==> src/rtl/digit_scan8.sv <==
// Eight-digit display scanner: free-running digit index with a programmable slot
// length, plus a double-buffered value that only changes at frame boundaries.
module digit_scan8 #(
  parameter int unsigned PRESCALE = 50000
) (
  input  logic        clk,
  input  logic        reset_n,
  input  logic        load,
  input  logic [31:0] value,
  input  logic [7:0]  digit_en,
  output logic [2:0]  sel,
  output logic [3:0]  nibble,
  output logic        active,
  output logic        tick,
  output logic        frame_done
);
  localparam int unsigned PW = (PRESCALE > 1) ? $clog2(PRESCALE) : 1;
  localparam logic [PW-1:0] PMAX = PW'(PRESCALE - 1);

  logic [PW-1:0] pcnt_q, pcnt_d;
  logic [2:0]    sel_q, sel_d;
  logic [31:0]   shadow_q, shadow_d;
  logic          pending_q, pending_d;
  logic [31:0]   disp_q, disp_d;
  logic          tick_q, tick_d;
  logic          fd_q, fd_d;
  logic          step, commit;

  always_comb begin
    step      = (pcnt_q == PMAX);
    commit    = step && (sel_q == 3'd7);
    pcnt_d    = step ? '0 : pcnt_q + PW'(1);
    sel_d     = step ? sel_q + 3'd1 : sel_q;
    shadow_d  = load ? value : shadow_q;
    pending_d = pending_q;
    disp_d    = disp_q;
    if (commit) begin
      // A load landing on the commit edge bypasses the shadow so it shows immediately.
      pending_d = 1'b0;
      if (load)           disp_d = value;
      else if (pending_q) disp_d = shadow_q;
    end else if (load) begin
      pending_d = 1'b1;
    end
    tick_d = step;
    fd_d   = commit;
  end

  always_ff @(posedge clk or negedge reset_n) begin
    if (!reset_n) begin
      pcnt_q    <= '0;
      sel_q     <= '0;
      shadow_q  <= '0;
      pending_q <= 1'b0;
      disp_q    <= '0;
      tick_q    <= 1'b0;
      fd_q      <= 1'b0;
    end else begin
      pcnt_q    <= pcnt_d;
      sel_q     <= sel_d;
      shadow_q  <= shadow_d;
      pending_q <= pending_d;
      disp_q    <= disp_d;
      tick_q    <= tick_d;
      fd_q      <= fd_d;
    end
  end

  assign sel        = sel_q;
  assign nibble     = disp_q[{sel_q, 2'b00} +: 4];
  assign active     = digit_en[sel_q];
  assign tick       = tick_q;
  assign frame_done = fd_q;
endmodule
==> config.mk <==
export PLATFORM = sky130hd
export DESIGN_NAME = digit_scan8
export DESIGN_NICKNAME = d
export VERILOG_FILES = /design/src/rtl/digit_scan8.sv
export SDC_FILE = /design/constraint.sdc
export NUM_CORES = 1
export LEC_CHECK = 0
export BUFFER_PORTS_ARGS = -buffer_cell sky130_fd_sc_hd__buf_2
export CORE_UTILIZATION = 57
export DETAILED_ROUTE_END_ITERATION = 8
export GPL_TIMING_DRIVEN = 1
export PLACE_DENSITY_LB_ADDON = 0.12
export SLEW_MARGIN = 20
export SYNTH_ARGS = -nofsm -noshare
export SYNTH_HDL_FRONTEND = slang
export SYNTH_SLANG_ARGS = --single-unit
==> constraint.sdc <==
create_clock -name clk -period 2.8 [get_ports clk]
set_input_delay 0.14 -clock clk [delete_from_list [all_inputs] [get_ports clk]]
set_output_delay 0.14 -clock clk [all_outputs]
set_load 0.02 [all_outputs]
## After elaboration in Yosys (flattened, before gate mapping)

Cells that the tools add are included.

| operators by class | value |
|---|---|
| shift-type cells | 1 |
| bitwise logic cells | 0 |
| equality and inequality tests | 2 |
| reduce and logical (&&, ||, !) cells | 4 |
| $add $sub $neg | 2 |
| multiply operators | 0 |
| order comparisons | 1 |
| multiplexer cells | 7 |
| divide/modulo/power cells | 0 |

Operators with widths:

| kind | number |
|---|---|
| $mux W32 | 2 |
| $shiftx A32 B6 Y4 | 1 |
| $add A16 B1 Y16 const B | 1 |
| $eq A16 B16 Y1 const B | 1 |
| $mux W16 | 1 |
| $lt A3 B4 Y1 const B | 1 |
| $reduce_bool A2 Y1 | 2 |
| $add A3 B1 Y3 const B | 1 |
| $bmux W1 S3 | 1 |
| $eq A3 B3 Y1 const B | 1 |
| $mux W1 | 3 |
| $reduce_and A2 Y1 | 1 |
| $logic_and A1 B1 Y1 | 1 |

| word-level totals | value |
|---|---|
| bits of input ports | 43 |
| output and inout bits | 10 |
| latch bits | 0 |
| bits in writable memories | 0 |
| bits in registers | 86 |
| memory bits (read-only) | 0 |
| memories | 0 |

## Depth between registers and ports, before layout

| logic depth | value |
|---|---|
| word-level depth | 3 |
| mapped depth | 8 |
| gate-level depth less buffers | 5 |

## Worst setup path after synthesis

OpenSTA, ideal clock, no wires.

| path | value |
|---|---|
| kind | flip-flop to flip-flop |
| start point | reg pcnt_q[0] |
| end point | reg disp_q[10] |
| slack | 844 ps |
| library setup time | 125 ps |
| clock period less this slack | 1956 ps |
| path buffers | 3 |
| required time | 2675 ps |
| arrival | 1831 ps |
| stages on the path, launching flop included | 9 |
| cell sequence | dfrtp_1 -> ha_1 -> and3_1 -> and4_1 -> buf_4 -> and3b_1 -> buf_6 -> buf_12 -> mux2_4 |

| on the way | value |
|---|---|
| longest elaborated chain between the ends | 3 |

Ends and longest elaborated chain:

| element | RTL line | text |
|---|---|---|
| start: declaration | 20 | `logic [PW-1:0] pcnt_q, pcnt_d;` |
| start signal: assignment | 59 | `pcnt_q <= pcnt_d;` |
| $eq A16 B16 Y1 | 30 | `step = (pcnt_q == PMAX);` |
| $logic_and A1 B1 Y1 | 31 | `commit = step && (sel_q == 3'd7);` |
| $reduce_and A2 Y1 (no source line) | n/a |  |
| end signal: assignment | 63 | `disp_q <= disp_d;` |
| end: declaration | 24 | `logic [31:0] disp_q, disp_d;` |

Every way passes these cells.
A chain may end at the register's enable or synchronous reset.

## Worst setup path in the final report

| path | value |
|---|---|
| start point | reg sel_q[0] (netlist: sel[0]) |
| end point | out active |

| on the way | value |
|---|---|
| longest elaborated chain between the ends | 2 |

Ends and longest elaborated chain:

| element | RTL line | text |
|---|---|---|
| start: declaration | 21 | `logic [2:0] sel_q, sel_d;` |
| start signal: assignment | 60 | `sel_q <= sel_d;` |
| $bmux W1 S3 | 71 | `assign active = digit_en[sel_q];` |
| $mux W1 (not written as such) | 71 |  |
| end: declaration | 13 | `output logic active,` |

Every way passes these cells. The select of a mux whose other input is x is not followed.

==> flow_summary_export.csv <==
group,metric,value,unit
cells_and_area,area_growth,14.6,%
logic_synthesis,synth_area_per_cell,15.8,µm²
clocking,cts.sinks,86,
clocking,clk_pin_slew,90,ps
logic_synthesis,syn_area,3810,µm²
placed_design,hpwl,4.13,mm
critical_path,cp_max_fo,9,
logic_synthesis,ys_ff_latch,86,
critical_path,cp_data_required_time,2660,ps
critical_path,path_cells,"buf_4 > mux4_2 > mux2_2 > buf_2",
power,power_frac_seq,52.4,%
logic_synthesis,ys_seq_area_share,56.4,%
detailed_routing,vias,2084,
cells_and_area,drive_gt1_share,52.2,%
sta,tightest_slew,741,ps
power,p_clk_share,42.1,%
global_routing,antenna_found_initial,0,
run_status,violations,"DRC",
detailed_routing,drt_iter0_drc,119,
global_routing,grt_overflow,0,
sta,fin_crit_sh,83.9,%
placed_design,place_ws,771,ps
logic_synthesis,synth_top_flop_cell,"dfrtp_1",
clocking,htree_levels,3,
logic_synthesis,netlist_instances,241,
cells_and_area,final_nets,342,
detailed_routing,wl_per_cell,16.7,µm
detailed_routing,drt-pass1-iter-count,7,
logic_synthesis,yosysUniqueCellTypes,31,
critical_path,crit_path_end_kind,"output pin",
clocking,postCtsSetupBuffers,0,
die,num_rows,29,
power,combPwrFrac,5.5,%
critical_path,arrival,2210,ps
clocking,cts_buffers,9,
clocking,cts_tree,"done",
sta,fin_ws,451,ps
detailed_routing,drc,10,
logic_synthesis,synth_warnings,0,
die,initial_core_util,59.4,%
run_status,status,"complete, but fails checks",
placed_design,port_buffers,52,
logic_synthesis,synth_most_common_cell,"dfrtp_1",
die,die_h,83.8,µm
logic_synthesis,yosys-top-cells-count,"dfrtp_1 (86), mux2_2 (41), mux2_4 (30)",
die,core_area,6420,µm²
sta,fin_setup_tns,0,ps
global_routing,grt_pass1_wl,10.9,mm
sta,timing.slew.headroom,50.6,%
critical_path,critical_path_class,"reg2out",
power,p_sw_share,20.4,%
sta,clock_skew,13.5,ps
sta,period_needed,2350,ps
clocking,clock_path_buffers,2,
detailed_routing,ant_nets,0,
global_routing,grt_max_degree,87,
die,fp.dieW,83.8,µm
clocking,cts_root_buf,"clkbuf_8",
sta,finalMaxSlewViolations,0,
power,cellLeakagePower,0.00207,µW
sta,hold_viol,0,
power,vdd_drop_max,0.000343,V
sta,setup_violations,0,
sta,rsz0062_at_grt,"no",
critical_path,crit_path_max_incr_delay,680,ps
critical_path,crit_path_start_kind,"flip-flop",
die,ios,53,
logic_synthesis,synth_edf_count,0,
detailed_routing,vias_per_cell,5.51,
logic_synthesis,syn_nets,287,
min_path,hold_class,"in2reg",
logic_synthesis,netlist_top_cells_area,"dfrtp_1 (56%), mux2_2 (12%), mux2_4 (12%)",
power,p_int,1970,µW
die,die_area,7020,µm²
logic_synthesis,synth_top_area_share,56.4,%
cells_and_area,insertedDiodeCount,0,
power,powerDensity,566,nW/µm²
placed_design,place_congestion,0.822,
logic_synthesis,ys_async_sr_fraction,100,%
detailed_routing,wl,6.29,mm
global_routing,grt_pass1_vias,2199,
logic_synthesis,yosys.area.top_type,"dfrtp_1",
sta,max_freq,426,MHz
power,p_sw,505,µW
global_routing,grt_usage,20.2,%
critical_path,slowest_stage,"dfrtp_1",
clocking,clkLatencyLatePin,350,ps
job,drv_cap,0,
state kept, by name (all words and copies together), names as in the netlist:
| name | count |
|---|---|
| pending_q | 1 |
| pcnt_q | 16 |
| disp_q | 32 |
| tick | 1 |
| sel | 3 |
| frame_done | 1 |
| shadow_q | 32 |
critical path: cells and delay by family (launching register included):
kind	cells	cell delay, ps
multiplexers	2	770
flip-flops	1	680
buffers and inverters	2	410
cells by family (layout without fill, tap and decap cells):
| family | Yosys count | after routing | synth area share [%] |
|---|---|---|---|
| DFF | 86 | 86 | 56.4 |
| muxes | 82 | 82 | 30.1 |
| AOI/OAI and AO/OA | 2 | 2 | 0.361 |
| and+or+nand+nor | 40 | 40 | 6.07 |
| buffers and inverters | 15 | 75 | 3.12 |
| adders and majority gates | 3 | 3 | 0.984 |
| xor gates and xnor gates | 13 | 13 | 2.98 |
cells in the final DEF (no fill, tap or decap):
cell type | synthesis | final
dfrtp_1 | 86 | 86
buf_2 | 2 | 51
mux2_2 | 41 | 41
mux2_4 | 30 | 30
nor2_1 | 11 | 11
mux4_2 | 10 | 10
clkbuf_8 | 0 | 10
nand3_1 | 7 | 7
xnor2_1 | 7 | 7
xor2_1 | 6 | 6
nand4_1 | 4 | 4
buf_4 | 1 | 4
and3_1 | 3 | 3
and4_1 | 3 | 3
nand2_1 | 3 | 3
ha_1 | 3 | 3
bufinv_16 | 0 | 3
nor4bb_1 | 2 | 2
clkinv_2 | 0 | 2
nor4b_2 | 1 | 1
nor4_1 | 1 | 1
nand2b_1 | 1 | 1
mux2i_1 | 1 | 1
nor3_1 | 1 | 1
nor2b_1 | 1 | 1
and2_1 | 1 | 1
inv_1 | 1 | 1
a31o_2 | 1 | 1
a21oi_1 | 1 | 1
and3b_2 | 0 | 1
clkinv_4 | 0 | 1
dlygate4sd3_1 | 0 | 1
buf_6 | 1 | 1
buf_12 | 3 | 1
per-stage QoR:
step	power (µW)	std cells	hold slack (ps)	area, µm²	util (%)
floorplan	1390	241	-156	3810	-
global placement	1460	361	395	4110	64.0
detailed placement	1460	361	395	4110	64.0
CTS	2500	377	1.81	4360	67.8
global route	2560	378	27.9	4370	68.0
finish	2480	378	30.4	4370	68.0
final timing paths:
check,startpoint,to,slack (ps),cells after the start
min in group asynchronous,reset_n,shadow_q[16],400,2
setup / recovery,sel[0],active,450,4
setup reg to reg,sel[0],disp_q[0],800,5
hold reg to reg,pending_q,pending_q,480,2
hold / removal,value[16],shadow_q[16],30,2
max in group asynchronous,reset_n,sel[0],1890,2
power by group through the flow:
| stage | clock network [µW] | registers [µW] | logic [µW] |
|---|---|---|---|
| after detailed placement | 0 | 1320 | 138 |
| after floorplan | 0 | 1320 | 70.9 |
| after global placement | 0 | 1320 | 135 |
| after global routing | 1110 | 1300 | 153 |
| final | 1040 | 1300 | 137 |
| after CTS | 1060 | 1300 | 139 |
cell type report:
type	count	area [µm²]
Clock buffer	10	138
Clock inverter	6	109
Fill cell	454	2050
Inverter	1	3.75
Multi-Input combinational cell	140	1550
Sequential cell	86	2150
Tap cell	77	96.3
Timing Repair Buffer	58	327
repair_timing:
| action | in CTS | in global routing |
|---|---|---|
| gates resized for setup | 0 | 0 |
| hold buffers | 0 | 1 |
| endpoints found under the hold margin | 0 | 86 |
routing by layer:
layer	wire length [µm]	GRT usage, %
met5	0	0
met4	61	7.99
met3	250	4.65
met2	2760	28.6
met1	3220	30.5
(Power assumes the default switching activity.)
